`src/rtl/ttc_pkg.sv`:
```
// Shared definitions for the TTC synchronisation controller: state encoding
// and LHC timing constants.
package ttc_pkg;

    // FSM state encoding; codes 6 and 7 are unused and recover to IDLE.
    typedef enum logic [2:0] {
        ST_IDLE     = 3'd0,
        ST_RESYNC   = 3'd1,
        ST_WAIT_BX0 = 3'd2,
        ST_QUALIFY  = 3'd3,
        ST_LOCKED   = 3'd4,
        ST_FAIL     = 3'd5,
        ST_BAD6     = 3'd6,
        ST_BAD7     = 3'd7
    } state_t;

    // Bunch crossings per LHC orbit.
    localparam int LHC_CYCLE = 3564;

    // Default BX0 watchdog limit: two full orbits.
    localparam int TIMEOUT_CYC_DEF = 2 * LHC_CYCLE;

endpackage

```
`src/rtl/ttc_bx0_watchdog.sv`:
```
// BX0 watchdog: counts cycles since the last BX0 or state entry and flags a
// timeout on the cycle the count reaches TIMEOUT_CYC-1 without a BX0.
module ttc_bx0_watchdog #(
    parameter int WDW         = 13,
    parameter int TIMEOUT_CYC = ttc_pkg::TIMEOUT_CYC_DEF
) (
    input  logic clock,
    input  logic reset,
    input  logic i_clear,
    input  logic i_bx0,
    output logic o_timeout
);

    localparam logic [WDW-1:0] WD_LAST = WDW'(TIMEOUT_CYC - 1);
    localparam logic [WDW-1:0] WD_MAX  = WDW'(TIMEOUT_CYC);

    logic [WDW-1:0] r_cnt;

    // Cycle counter: restarts on clear or BX0, otherwise counts up and holds at the limit.
    always_ff @(posedge clock) begin
        if (reset || i_clear || i_bx0) begin
            r_cnt <= '0;
        end else if (r_cnt != WD_MAX) begin
            r_cnt <= r_cnt + 1'b1;
        end
    end

    // A BX0 arriving in the last allowed cycle still counts as on time.
    assign o_timeout = (r_cnt == WD_LAST) && !i_bx0;

endmodule

```
`src/rtl/ttc_sync_ctrl.sv`:
```
// TTC bunch-counter synchronisation sequencer: resync pulse, wait for BX0,
// qualify lock over consecutive clean BX0s, monitor lock, retry or park in FAIL.
module ttc_sync_ctrl
    import ttc_pkg::*;
#(
    parameter int RESYNC_LEN  = 4,
    parameter int TIMEOUT_CYC = ttc_pkg::TIMEOUT_CYC_DEF,
    parameter int LOCK_BX0    = 16,
    parameter int MAX_RETRY   = 7,
    parameter int MXCNT       = 32,
    parameter int WDW         = 13
) (
    input  logic             clock,
    input  logic             reset,
    input  logic             i_ttc_bx0,
    input  logic             i_bx0_sync_err,
    input  logic             i_auto_resync_en,
    input  logic             i_sw_resync_req,
    output logic             o_ttc_resync,
    output logic [2:0]       o_state,
    output logic             o_locked,
    output logic             o_sync_fail,
    output logic [3:0]       o_retry_cnt,
    output logic [MXCNT-1:0] o_unlock_cnt
);

    localparam int LENW = $clog2(RESYNC_LEN + 1);
    localparam int GW   = $clog2(LOCK_BX0 + 1);

    localparam logic [LENW-1:0] LEN_LAST   = LENW'(RESYNC_LEN - 1);
    localparam logic [GW-1:0]   GOOD_LAST  = GW'(LOCK_BX0 - 1);
    localparam logic [3:0]      RETRY_LAST = 4'(MAX_RETRY);

    state_t            r_state;
    state_t            w_state_next;
    logic [LENW-1:0]   r_len_cnt;
    logic [LENW-1:0]   w_len_next;
    logic [GW-1:0]     r_good_cnt;
    logic [GW-1:0]     w_good_next;
    logic [3:0]        r_retry_cnt;
    logic [3:0]        w_retry_next;
    logic [MXCNT-1:0]  r_unlock_cnt;
    logic [MXCNT-1:0]  w_unlock_next;
    logic              w_wd_clear;
    logic              w_timeout;

    // Watchdog restarts whenever the FSM moves to a different state.
    assign w_wd_clear = (w_state_next != r_state);

    ttc_bx0_watchdog #(
        .WDW         (WDW),
        .TIMEOUT_CYC (TIMEOUT_CYC)
    ) u_watchdog (
        .clock     (clock),
        .reset     (reset),
        .i_clear   (w_wd_clear),
        .i_bx0     (i_ttc_bx0),
        .o_timeout (w_timeout)
    );

    // State and counter registers.
    always_ff @(posedge clock) begin
        if (reset) begin
            r_state      <= ST_IDLE;
            r_len_cnt    <= '0;
            r_good_cnt   <= '0;
            r_retry_cnt  <= '0;
            r_unlock_cnt <= '0;
        end else begin
            r_state      <= w_state_next;
            r_len_cnt    <= w_len_next;
            r_good_cnt   <= w_good_next;
            r_retry_cnt  <= w_retry_next;
            r_unlock_cnt <= w_unlock_next;
        end
    end

    // Next-state and counter update; a software request overrides everything but RESYNC.
    always_comb begin
        w_state_next  = r_state;
        w_len_next    = '0;
        w_good_next   = r_good_cnt;
        w_retry_next  = r_retry_cnt;
        w_unlock_next = r_unlock_cnt;

        if (i_sw_resync_req && (r_state != ST_RESYNC)) begin
            w_state_next = ST_RESYNC;
            w_retry_next = '0;
        end else begin
            case (r_state)
                ST_IDLE: begin
                    if (i_auto_resync_en) begin
                        w_state_next = ST_RESYNC;
                    end
                end
                ST_RESYNC: begin
                    if (r_len_cnt == LEN_LAST) begin
                        w_state_next = ST_WAIT_BX0;
                    end else begin
                        w_len_next = r_len_cnt + 1'b1;
                    end
                end
                ST_WAIT_BX0: begin
                    if (w_timeout) begin
                        if (r_retry_cnt == RETRY_LAST) begin
                            w_state_next = ST_FAIL;
                        end else begin
                            w_retry_next = r_retry_cnt + 1'b1;
                            w_state_next = ST_RESYNC;
                        end
                    end else if (i_ttc_bx0) begin
                        w_good_next  = '0;
                        w_state_next = ST_QUALIFY;
                    end
                end
                ST_QUALIFY: begin
                    if (i_bx0_sync_err || w_timeout) begin
                        if (r_retry_cnt == RETRY_LAST) begin
                            w_state_next = ST_FAIL;
                        end else begin
                            w_retry_next = r_retry_cnt + 1'b1;
                            w_state_next = ST_RESYNC;
                        end
                    end else if (i_ttc_bx0) begin
                        if (r_good_cnt == GOOD_LAST) begin
                            w_retry_next = '0;
                            w_state_next = ST_LOCKED;
                        end else begin
                            w_good_next = r_good_cnt + 1'b1;
                        end
                    end
                end
                ST_LOCKED: begin
                    if (i_bx0_sync_err || w_timeout) begin
                        if (r_unlock_cnt != {MXCNT{1'b1}}) begin
                            w_unlock_next = r_unlock_cnt + 1'b1;
                        end
                        w_retry_next = '0;
                        w_state_next = i_auto_resync_en ? ST_RESYNC : ST_FAIL;
                    end
                end
                ST_FAIL: begin
                    w_state_next = ST_FAIL;
                end
                default: begin
                    w_state_next = ST_IDLE;
                end
            endcase
        end
    end

    // Moore outputs decoded straight from the registered state.
    assign o_state      = r_state;
    assign o_ttc_resync = (r_state == ST_RESYNC);
    assign o_locked     = (r_state == ST_LOCKED);
    assign o_sync_fail  = (r_state == ST_FAIL);
    assign o_retry_cnt  = r_retry_cnt;
    assign o_unlock_cnt = r_unlock_cnt;

endmodule
```
`config.mk`:
```
export PLATFORM = sky130hd
export DESIGN_NAME = ttc_sync_ctrl
export DESIGN_NICKNAME = d
export VERILOG_FILES = /design/src/rtl/ttc_pkg.sv /design/src/rtl/ttc_bx0_watchdog.sv /design/src/rtl/ttc_sync_ctrl.sv
export SDC_FILE = /design/constraint.sdc
export NUM_CORES = 1
export LEC_CHECK = 0
export CAP_MARGIN = 20
export CORE_MARGIN = 2
export CORE_UTILIZATION = 35
export CTS_BUF_LIST = sky130_fd_sc_hd__clkbuf_2 sky130_fd_sc_hd__clkbuf_4 sky130_fd_sc_hd__clkbuf_8
export DETAILED_ROUTE_END_ITERATION = 16
export PLACE_DENSITY = 0.57
export SLEW_MARGIN = 10
export SYNTH_ARGS = -nofsm -noshare
export SYNTH_HDL_FRONTEND = slang
export SYNTH_SLANG_ARGS = --single-unit
```
`constraint.sdc`:
```
create_clock -name clock -period 2.4 [get_ports clock]
set_input_delay 0.48 -clock clock [delete_from_list [all_inputs] [get_ports clock]]
set_output_delay 0.48 -clock clock [all_outputs]
set_load 0.005 [all_outputs]
```
==> results.sh, run 1 <==
export IMPL_initial_core_util_pct=35.97
export IMPL_grt_antenna_before_repair=0
export IMPL_final_common_cell="dfxtp_1"
export IMPL_hold_viol=0
export IMPL_worst_r2r_cell_count=11
export IMPL_htree_levels=3
export IMPL_antenna_cells=0
export IMPL_hp_class="reg -> reg"
export IMPL_ctsLongestPathBuffers=2
export IMPL_stdcell_area_sq_um=4534
export IMPL_area_growth_pct=37.07
export IMPL_synth_cell_area_sq_um=3308
export IMPL_synth_avg_cell_area_sq_um=8.845
export IMPL_cts_buffers_inserted=9
export IMPL_grt_max_degree=37
export IMPL_crit_cells=7
export IMPL_synth_edff_count=0
export IMPL_worstPathRequired_ns=2.65
export IMPL_fin_setup_tns_ns=0
export IMPL_cp_end_kind="flip-flop"
export IMPL_cp_arrival_ns=2.60
export IMPL_dr_pass1_iters=4
export IMPL_cts_tree="yes"
export IMPL_finalNetCount=471
export IMPL_synthesis_nets=388
export IMPL_gr_usage_all_layers_pct=16.37
export IMPL_ys_flop_type="dfxtp_1"
export IMPL_fin_skew_ns=0.01292
export IMPL_crit_buf_inv=1
export IMPL_die_w_um=101.2
export IMPL_hold_depth=1
export IMPL_utilization_pct=49.31
export IMPL_cts_sinks=60
export IMPL_route_detailed_drc=0
export IMPL_routed_wl_um=8439
export IMPL_cpLargestDelayFamily="compound AO/OA/AOI/OAI gates"
export IMPL_via_per_inst=5.274
export IMPL_cap_violations=0
export IMPL_die_area_sq_um=10250
export IMPL_ys_seq_area_share_pct=36.31
export IMPL_p_leak_nw=1.619
export IMPL_die_h_um=101.2
export IMPL_grt_pass1_wl_um=13400
export IMPL_dp_hpwl_um=5844
export IMPL_via_count=3017
export IMPL_synth_seq_cells=60
export IMPL_timing_final_crit_share_pct=98.01
export IMPL_max_slew_margin_pct=67.41
export IMPL_setup_violations_final=0
export IMPL_peakVddDrop_mv=0.2167
export IMPL_grt_overflow_total=0
export IMPL_dp_cells=551
export IMPL_fp_coreArea_sq_um=9196
export IMPL_fin_ws_ns=0.04768
export IMPL_clk_latency_ns=0.34
export IMPL_root_buffer="clkbuf_8"
export IMPL_ant_nets=0
export IMPL_clk_pin_slew_ns=0.07
export IMPL_period_minus_slack_ns=2.352
export IMPL_max_freq_ghz=0.4251
export IMPL_critical_path_max_stage_delay_ns=0.49
export IMPL_gp_congestion=0.8519
export IMPL_syn_inst=374
export IMPL_first_global_vias=2799
export IMPL_start_kind="input port"
export IMPL_async_reset_ff_share_pct=0
export IMPL_post_place_ws_ns=-0.4065
export IMPL_layout_common_cells="59 x dfxtp_1, 54 x nor2_1, 47 x clkdlybuf4s50_1"
export IMPL_cp_max_fo=7
export IMPL_drtIter0Drc=67
export IMPL_place_area_sq_um=4111
export IMPL_layout_drive_gt1_share_pct=19.52
export IMPL_p_per_area_nw_per_um2=474.4
export IMPL_finalNonFillerCells=572
export IMPL_critical_path_slowest_cell="o41a_4"
export IMPL_criticalPathCategory="in -> reg"
export IMPL_final_max_slew_viol_count=0
export IMPL_port_buffers=47
export IMPL_max_slew_worst_pin_slew_ns=0.4879
export IMPL_rsz0062_at_grt="true"
export IMPL_cp_cell_sequence="clkdlybuf4s50_1 > nand4bb_4 > o41a_4 > a31oi_4 > o21ai_2 > mux2_4 > nor4b_4"
export IMPL_io_pins=48
export IMPL_placementRows=35
export IMPL_wl_per_cell_um=14.75
export IMPL_status="finished, final reports clean"
export IMPL_synth_cell_type_count=53
export IMPL_yosysWarnings=0
[state kept, by name, indices dropped and copies added, names as in the netlist]
| name | cells |
|---|---|
| o_state | 3 |
| o_unlock_cnt | 32 |
| r_good_cnt | 5 |
| r_len_cnt | 3 |
| o_retry_cnt | 4 |
| u_watchdog.r_cnt | 13 |
[synthesized netlist by cell type (3+ instances only)]
master	number	area (sq um)
ha_1	8	100.1
nand3_1	22	110.1
dfxtp_1	60	1201
o21ai_0	7	35.03
nand4_1	23	143.9
nor4b_2	9	135.1
nand2b_1	3	18.77
a211oi_1	3	22.52
or4_1	4	30.03
inv_1	16	60.06
nor2_1	54	202.7
mux2i_1	4	40.04
a21oi_1	16	80.08
xor2_1	26	227.7
nand2_1	16	60.06
and3_1	9	56.30
nor4b_1	3	26.28
nor3_1	10	50.05
and2_1	3	18.77
xnor2_1	16	140.1
nor4_1	5	31.28
or3_1	3	18.77
clkbuf_1	8	30.03
buf_2	5	25.02
and4_1	8	70.07
[through the flow]
| step | power [W] | hold slack, ns |
|---|---|---|
| 6_report | 0.002151 | 0.4200 |
| 5_1_grt | 0.002227 | 0.4555 |
| 4_1_cts | 0.002129 | 0.4222 |
| 3_5_place_dp | 0.001161 | 0.4137 |
| 3_3_place_gp | 0.001160 | 0.4074 |
| 2_1_floorplan | 0.001098 | 0.3991 |
[area by class of cell]
| cell class | instances | area, sq um |
|---|---|---|
| clock buffers | 12 | 165.2 |
| clock inverters | 3 | 45.04 |
| fillers | 890 | 4662 |
| inverters | 17 | 63.81 |
| multi-input cells | 284 | 2130 |
| flip-flops and latches | 60 | 1202 |
| well taps | 111 | 138.9 |
| repair buffers | 85 | 789.5 |
[routing by layer]
layer,vias to the layer above,share of wire [%],track usage [%]
met2,39,47,25.47
met3,12,2.4,2.692
met5,-,0,0
li1,1520,-,-
met1,1446,49,22.25
met4,0,2.0,7.484
[where the power goes]
group | total [W] | internal [W] | switching, W
sequential | 0.00100 | 0.00100 | 0.00000391
clock | 0.000968 | 0.000559 | 0.000409
combinational | 0.000179 | 0.0000871 | 0.0000922
[cells by family (layout without fill, tap and decap cells)]
group	after synthesis	after routing	share of synthesized area, %
buffers and inverters	31	117	3.933
xor gates and xnor gates	42	42	11.12
DFF	60	60	36.31
muxes	6	7	2.004
and+or+nand+nor	184	184	34.04
AOI/OAI and AO/OA	43	43	9.569
adders and majority gates	8	8	3.026
[path summary, 6_finish.rpt]
| path | slack [ns] | endpoint | start |
|---|---|---|---|
| worst max register to register | 0.11 | u_watchdog.r_cnt[9] | r_good_cnt[0] |
| worst max-delay path | 0.05 | u_watchdog.r_cnt[1] | i_ttc_bx0 |
| worst min-delay path | 0.42 | r_len_cnt[0] | r_len_cnt[0] |
| worst min register to register | 0.42 | r_len_cnt[0] | r_len_cnt[0] |
[what timing repair did]
action,in CTS,in global routing
setup buffers,0,4
pin swaps,0,3
hold buffers,0,0
cloned,0,2
setup endpoints to repair,13,19
gates resized for setup,4,24
(Power assumes the default switching activity.)
==> inputs of run 2 (changes only) <==
CAP_MARGIN = not set   (was 20)
CTS_CLUSTER_SIZE = 8   (was not set)
==> results of run 2 <==
Final layout, timing and power as in run 1 (identical DEF).
